File: config.mk
export PLATFORM = sky130hd
export DESIGN_NAME = match_sequencer_flat
export DESIGN_NICKNAME = d
export VERILOG_FILES = /design/src/rtl/match_sequencer_if.sv /design/src/rtl/match_sequencer.sv /design/src/flat_wrapper.sv
export SDC_FILE = /design/constraint.sdc
export NUM_CORES = 1
export LEC_CHECK = 0
export CAP_MARGIN = 30
export CORE_AREA = 2 2 55 57
export CTS_BUF_LIST = sky130_fd_sc_hd__clkbuf_4
export DETAILED_ROUTE_END_ITERATION = 8
export DIE_AREA = 0 0 57 59
export GPL_TIMING_DRIVEN = 1
export PLACE_DENSITY = 0.93
export SLEW_MARGIN = 20
export SYNTH_ARGS = -nofsm -noshare
export SYNTH_HDL_FRONTEND = slang
export SYNTH_SLANG_ARGS = --single-unit
File: constraint.sdc
create_clock -name clk -period 4.1 [get_ports clk]
set_input_delay 0.615 -clock clk [delete_from_list [all_inputs] [get_ports clk]]
set_output_delay 0.615 -clock clk [all_outputs]
set_load 0.1 [all_outputs]
File: src/rtl/match_sequencer_if.sv
// Signal bundle between the match sequencer, the player inputs and the game datapath.
// The sequencer uses the master modport; the surrounding logic (or a bench) uses slave.
// Inputs are plain levels/pulses sampled on clk; outputs are registered and valid every cycle.
interface match_sequencer_if;
    logic       frame_tick;
    logic       start;
    logic       pause;
    logic       miss_left;
    logic       miss_right;
    logic       ball_en;
    logic       ball_reset;
    logic       serve_dir;
    logic [4:0] score1;
    logic [4:0] score2;
    logic [1:0] winner;
    logic [2:0] state;

    modport master (
        input  frame_tick, start, pause, miss_left, miss_right,
        output ball_en, ball_reset, serve_dir, score1, score2, winner, state
    );

    modport slave (
        output frame_tick, start, pause, miss_left, miss_right,
        input  ball_en, ball_reset, serve_dir, score1, score2, winner, state
    );
endinterface

File: src/rtl/match_sequencer.sv
// Match-level FSM for the ball/paddle game: owns scores, serve hold time,
// pause and game-over. All timing is counted in frame_tick pulses.
module match_sequencer #(
    parameter int WIN_SCORE    = 11,
    parameter int SERVE_FRAMES = 60,
    parameter int POINT_FRAMES = 90
) (
    input  logic                clk,
    input  logic                rst,
    match_sequencer_if.master   bus
);

    typedef enum logic [2:0] {
        IDLE   = 3'd0,
        SERVE  = 3'd1,
        PLAY   = 3'd2,
        PAUSED = 3'd3,
        POINT  = 3'd4,
        OVER   = 3'd5
    } state_t;

    localparam logic [4:0] WIN_VAL    = 5'(WIN_SCORE);
    localparam logic [7:0] SERVE_LAST = 8'(SERVE_FRAMES - 1);
    localparam logic [7:0] POINT_LAST = 8'(POINT_FRAMES - 1);

    state_t     state_r;
    logic [7:0] frame_cnt;
    logic       start_q;
    logic       pause_q;
    logic       ball_en_r;
    logic       ball_reset_r;
    logic       serve_dir_r;
    logic [4:0] score1_r;
    logic [4:0] score2_r;
    logic [1:0] winner_r;

    logic start_rise;
    logic pause_rise;

    // Button edge detectors; the edge registers reset high so a held button is not a press.
    assign start_rise = bus.start & ~start_q;
    assign pause_rise = bus.pause & ~pause_q;

    assign bus.ball_en    = ball_en_r;
    assign bus.ball_reset = ball_reset_r;
    assign bus.serve_dir  = serve_dir_r;
    assign bus.score1     = score1_r;
    assign bus.score2     = score2_r;
    assign bus.winner     = winner_r;
    assign bus.state      = state_r;

    // Match FSM with registered outputs; ball_reset is a one-cycle pulse by default-low.
    always_ff @(posedge clk or negedge rst) begin
        if (!rst) begin
            state_r      <= IDLE;
            frame_cnt    <= 8'd0;
            start_q      <= 1'b1;
            pause_q      <= 1'b1;
            ball_en_r    <= 1'b0;
            ball_reset_r <= 1'b0;
            serve_dir_r  <= 1'b0;
            score1_r     <= 5'd0;
            score2_r     <= 5'd0;
            winner_r     <= 2'b00;
        end else begin
            start_q      <= bus.start;
            pause_q      <= bus.pause;
            ball_reset_r <= 1'b0;

            case (state_r)
                IDLE, OVER: begin
                    ball_en_r <= 1'b0;
                    if (start_rise) begin
                        score1_r     <= 5'd0;
                        score2_r     <= 5'd0;
                        winner_r     <= 2'b00;
                        serve_dir_r  <= 1'b0;
                        ball_reset_r <= 1'b1;
                        frame_cnt    <= 8'd0;
                        state_r      <= SERVE;
                    end
                end

                SERVE: begin
                    ball_en_r <= 1'b0;
                    if (bus.frame_tick) begin
                        if (frame_cnt == SERVE_LAST) begin
                            frame_cnt <= 8'd0;
                            ball_en_r <= 1'b1;
                            state_r   <= PLAY;
                        end else begin
                            frame_cnt <= frame_cnt + 8'd1;
                        end
                    end
                end

                PLAY: begin
                    ball_en_r <= 1'b1;
                    // Left miss outranks right miss, and any miss outranks pause.
                    if (bus.miss_left) begin
                        score2_r    <= score2_r + 5'd1;
                        serve_dir_r <= 1'b0;
                        ball_en_r   <= 1'b0;
                        frame_cnt   <= 8'd0;
                        state_r     <= POINT;
                    end else if (bus.miss_right) begin
                        score1_r    <= score1_r + 5'd1;
                        serve_dir_r <= 1'b1;
                        ball_en_r   <= 1'b0;
                        frame_cnt   <= 8'd0;
                        state_r     <= POINT;
                    end else if (pause_rise) begin
                        ball_en_r <= 1'b0;
                        state_r   <= PAUSED;
                    end
                end

                PAUSED: begin
                    ball_en_r <= 1'b0;
                    if (pause_rise) begin
                        ball_en_r <= 1'b1;
                        state_r   <= PLAY;
                    end
                end

                POINT: begin
                    ball_en_r <= 1'b0;
                    if (bus.frame_tick) begin
                        if (frame_cnt == POINT_LAST) begin
                            frame_cnt <= 8'd0;
                            if (score1_r == WIN_VAL) begin
                                winner_r <= 2'b01;
                                state_r  <= OVER;
                            end else if (score2_r == WIN_VAL) begin
                                winner_r <= 2'b10;
                                state_r  <= OVER;
                            end else begin
                                ball_reset_r <= 1'b1;
                                state_r      <= SERVE;
                            end
                        end else begin
                            frame_cnt <= frame_cnt + 8'd1;
                        end
                    end
                end

                default: begin
                    ball_en_r <= 1'b0;
                    state_r   <= IDLE;
                end
            endcase
        end
    end

endmodule

File: src/flat_wrapper.sv
// flat-port wrapper written by rule: the top's interface ports become plain ports
module match_sequencer_flat 
#(
    parameter int WIN_SCORE    = 11,
    parameter int SERVE_FRAMES = 60,
    parameter int POINT_FRAMES = 90
)
  (clk, rst, bus_frame_tick, bus_start, bus_pause, bus_miss_left, bus_miss_right, bus_ball_en, bus_ball_reset, bus_serve_dir, bus_score1, bus_score2, bus_winner, bus_state);
  match_sequencer_if bus_i ();
  input  logic clk;
  input  logic rst;
  input wire logic [$bits(bus_i.frame_tick)-1:0] bus_frame_tick;
  input wire logic [$bits(bus_i.start)-1:0] bus_start;
  input wire logic [$bits(bus_i.pause)-1:0] bus_pause;
  input wire logic [$bits(bus_i.miss_left)-1:0] bus_miss_left;
  input wire logic [$bits(bus_i.miss_right)-1:0] bus_miss_right;
  output wire logic [$bits(bus_i.ball_en)-1:0] bus_ball_en;
  output wire logic [$bits(bus_i.ball_reset)-1:0] bus_ball_reset;
  output wire logic [$bits(bus_i.serve_dir)-1:0] bus_serve_dir;
  output wire logic [$bits(bus_i.score1)-1:0] bus_score1;
  output wire logic [$bits(bus_i.score2)-1:0] bus_score2;
  output wire logic [$bits(bus_i.winner)-1:0] bus_winner;
  output wire logic [$bits(bus_i.state)-1:0] bus_state;
  assign bus_i.frame_tick = bus_frame_tick;
  assign bus_i.start = bus_start;
  assign bus_i.pause = bus_pause;
  assign bus_i.miss_left = bus_miss_left;
  assign bus_i.miss_right = bus_miss_right;
  assign bus_ball_en = bus_i.ball_en;
  assign bus_ball_reset = bus_i.ball_reset;
  assign bus_serve_dir = bus_i.serve_dir;
  assign bus_score1 = bus_i.score1;
  assign bus_score2 = bus_i.score2;
  assign bus_winner = bus_i.winner;
  assign bus_state = bus_i.state;
  match_sequencer #(.WIN_SCORE(WIN_SCORE), .SERVE_FRAMES(SERVE_FRAMES), .POINT_FRAMES(POINT_FRAMES)) u_core (.clk(clk), .rst(rst), .bus(bus_i));
endmodule
==> metrics.csv <==
metric,value,unit
Async SR Flop Fraction,1.00,
WHS Path Cells,1,
DRC marker count from the first detailed-route iteration,82,
critical hold path startpoint,u_core.bus.serve_dir,
met3 routed WL,144,microns
half-perimeter wire length after detailed placement,2.51,mm
cell count after synthesis,163,
most common cell in the netlist,dfrtp_1,
WL met2,1.75,mm
placed cell area,0.00184,sq mm
post-synth top area share,0.413,
number of cells traversed by the worst register-to-register path,5,
fraction of layout instances using a drive strength above 1,0.0860,
Setup Slack @ Placement,1530,ps
"critical path, cell by cell",clkdlybuf4s50_1,
total design power,0.631,mW
largest driver fanout on the critical path,16,
global-route wire length before repair,5.81,mm
critical path required time,3480,ps
Sw Share,0.350,
Clk network pwr share,0.187,
slew margin rel.,0.341,
number of failing setup endpoints in the final timing report,0,
Static Leak,0.801,nW
post-cts sizing count,0,
end of the worst register-to-register path,u_core.bus.state[2],
post-route core utilization,0.687,
worst-case hold path end point,u_core.bus.serve_dir,
number of port buffers,24,
RSZ-0062 raised after global routing,false,
synth unique cells,49,
least setup slack across all paths after layout,1240,ps
# Max-Cap Violations,0,
M1 wire length,1.47,mm
cell area after technology mapping,0.00158,sq mm
most frequent cells after synthesis,"dfrtp_1, nor2_1, nand2_1, xor2_1",
overall via count from detail_route,1344,
sink count of the clock tree,28,
Routed Antenna Nets,0,
mean routed wirelength per cell,15.8,microns
clock slew at reported path FFs,150,ps
"Primary FF master, synth",dfrtp_1,
number of failing hold endpoints at the final stage,0,
average vias per placed instance,6.19,
slew at the pin with the worst max-slew slack,985,ps
Placeable Area,0.00271,sq mm
Max IR drop VDD,0.000316,V
worst r2r src,u_core.bus.state[2],
post-CTS setup buffers,0,
internal cell power,0.410,mW
status,"finished, final reports clean",
arrival time at the worst endpoint,2250,ps
register bit count reported by yosys,28,
nature of the critical path endpoint,output pin,
number of optimization iterations in the first detailed-route pass,4,
drt total wl,3.42,mm
power density of the placed cells,339,mW/mm^2
final total negative setup slack,0,ps
Worst R2R Setup Slack,1830,ps
die outline area,0.00336,sq mm
sequential fraction of design power,0.567,
DRC violations left,0,
sequential cell area fraction in the yosys report,0.446,
cell area after layout,0.00186,sq mm
maximum operating frequency,350,MHz
Mapped Avg Cell Area,9.66,sq um
TritonCTS clock tree,built,
switching power,0.221,mW
path class of the lowest-slack min-delay path,flip-flop to flip-flop,
largest net degree at the start of global routing,29,
highest cell delay on the worst timing path,1230,ps
synthesized net count,174,
source-to-sink clock delay at the later pin of the worst-skew pair,330,ps
post-placement cell count,213,
fin cells,217,
largest cells by area after synthesis,"dfrtp_1, nor2_1, xor2_1",
starting utilization of the core area,0.581,
Yosys warnings,0,
RD Place Congestion,0.837,
number of max-slew violations in the final report,0,
combinational fraction of design power,0.247,
Rows,19,
remaining global-route overflow,0,
Die W,57,microns
final period utilization,0.698,
final worst clock skew,3.59,ps
critical path's top delay family,buffers and inverters,
post-synthesis cell type with the largest combined area,dfrtp_1,
Clock Tree Root,clkbuf_4,
area overhead of the layout relative to synthesis,18.2,%
number of flops mapped to enable cells by yosys,0,
aggregate global-route resource usage,0.220,
Critical Path Source Type,flip-flop,
worst hold slack after final layout,520,ps
number of top-level pins,25,
Post-CTS Hold Buffers,0,
DIE HEIGHT,59,microns
Worst path slowest cell,clkdlybuf4s50_1,
Diodes inserted,0,
number of global-route vias before repair,1364,
min cycle time layout,2860,ps
worst path bufs/invs,1,
Total Nets Final,198,
CTS H-Tree Depth,1,
kind of critical path,flip-flop to output pin,
maximum buffer depth of the clock tree,2,
TritonCTS buffer count,3,
top sig layer,met4,
antenna violations before repair,0,
## power groups by stage
| stage | logic (mW) | registers (mW) | clock network, mW |
|---|---|---|---|
| after global routing | 0.170 | 0.364 | 0.131 |
| after CTS | 0.156 | 0.356 | 0.117 |
| after detailed placement | 0.155 | 0.362 | 0 |
| after floorplan | 0.0939 | 0.369 | 0 |
| final | 0.156 | 0.358 | 0.118 |
| after global placement | 0.144 | 0.357 | 0 |
## cells by family (layout without fill, tap and decap cells)
family / Yosys count / count (layout) / synth area share
buf+inv: 9 / 32 / 0.0238
simple gates: 73 / 73 / 0.251
fa+ha+maj: 4 / 4 / 0.0318
xor+xnor: 7 / 7 / 0.0389
flops: 28 / 28 / 0.446
compound gates: 39 / 39 / 0.187
mux: 3 / 3 / 0.0214
## worst max-delay path by stage
stage / start / to / slack (ps) / depth (start not counted)
6_report: u_core.bus.state[1] / bus_state[1] / 1240 / 1
5_1_grt: u_core.bus.state[1] / bus_state[1] / 1170 / 1
4_1_cts: u_core.bus.state[1] / bus_state[1] / 1260 / 1
3_5_place_dp: bus_start / u_core.bus.state[2] / 1530 / 6
3_3_place_gp: bus_start / u_core.bus.state[2] / 1590 / 6
2_1_floorplan: u_core.bus.state[2] / u_core.bus.state[2] / 1780 / 5
## layout by cell type, fill, tap and decap left out, drive strengths merged, types with 2 or more instances in the layout
master / netlist / final
dfrtp: 26 / 26
clkbuf: 3 / 3
and3: 2 / 2
and3b: 2 / 2
nand4: 4 / 4
a22o: 6 / 6
nor3: 6 / 6
xor2: 7 / 7
inv: 3 / 3
dfstp: 2 / 2
nor3b: 2 / 2
mux2: 3 / 3
nand3: 5 / 5
nand2: 14 / 14
nor2b: 6 / 6
nand4bb: 2 / 2
nor2: 20 / 20
clkdlybuf4s50: 0 / 24
or2: 3 / 3
a21o: 6 / 6
o21ai: 7 / 7
a21oi: 5 / 5
a211oi: 2 / 2
nand2b: 2 / 2
nand3b: 3 / 3
o22ai: 2 / 2
ha: 4 / 4
## per-layer routing
layer	GRT usage	up-vias
met4	0.120	0
met5	0	-
met3	0.0349	9
li1	-	629
met2	0.383	45
met1	0.262	661
## layout make-up
type	instances	area, sq um
Fill cell	204	848
Sequential cell	28	703
Multi-Input combinational cell	126	835
Inverter	3	11.3
Timing Repair Buffer	25	248
Tap cell	31	38.8
Clock buffer	3	22.5
Clock inverter	1	3.75
## registers in the layout (all words and copies together) (netlist names)
name and flops:
u_core.bus.ball_en 1, u_core.start_q 1, u_core.bus.serve_dir 1, u_core.bus.state 3
u_core.frame_cnt 8, u_core.pause_q 1, u_core.bus.score2 5, u_core.bus.score1 5
u_core.bus.ball_reset 1, u_core.bus.winner 2
(Power assumes the default switching activity.)
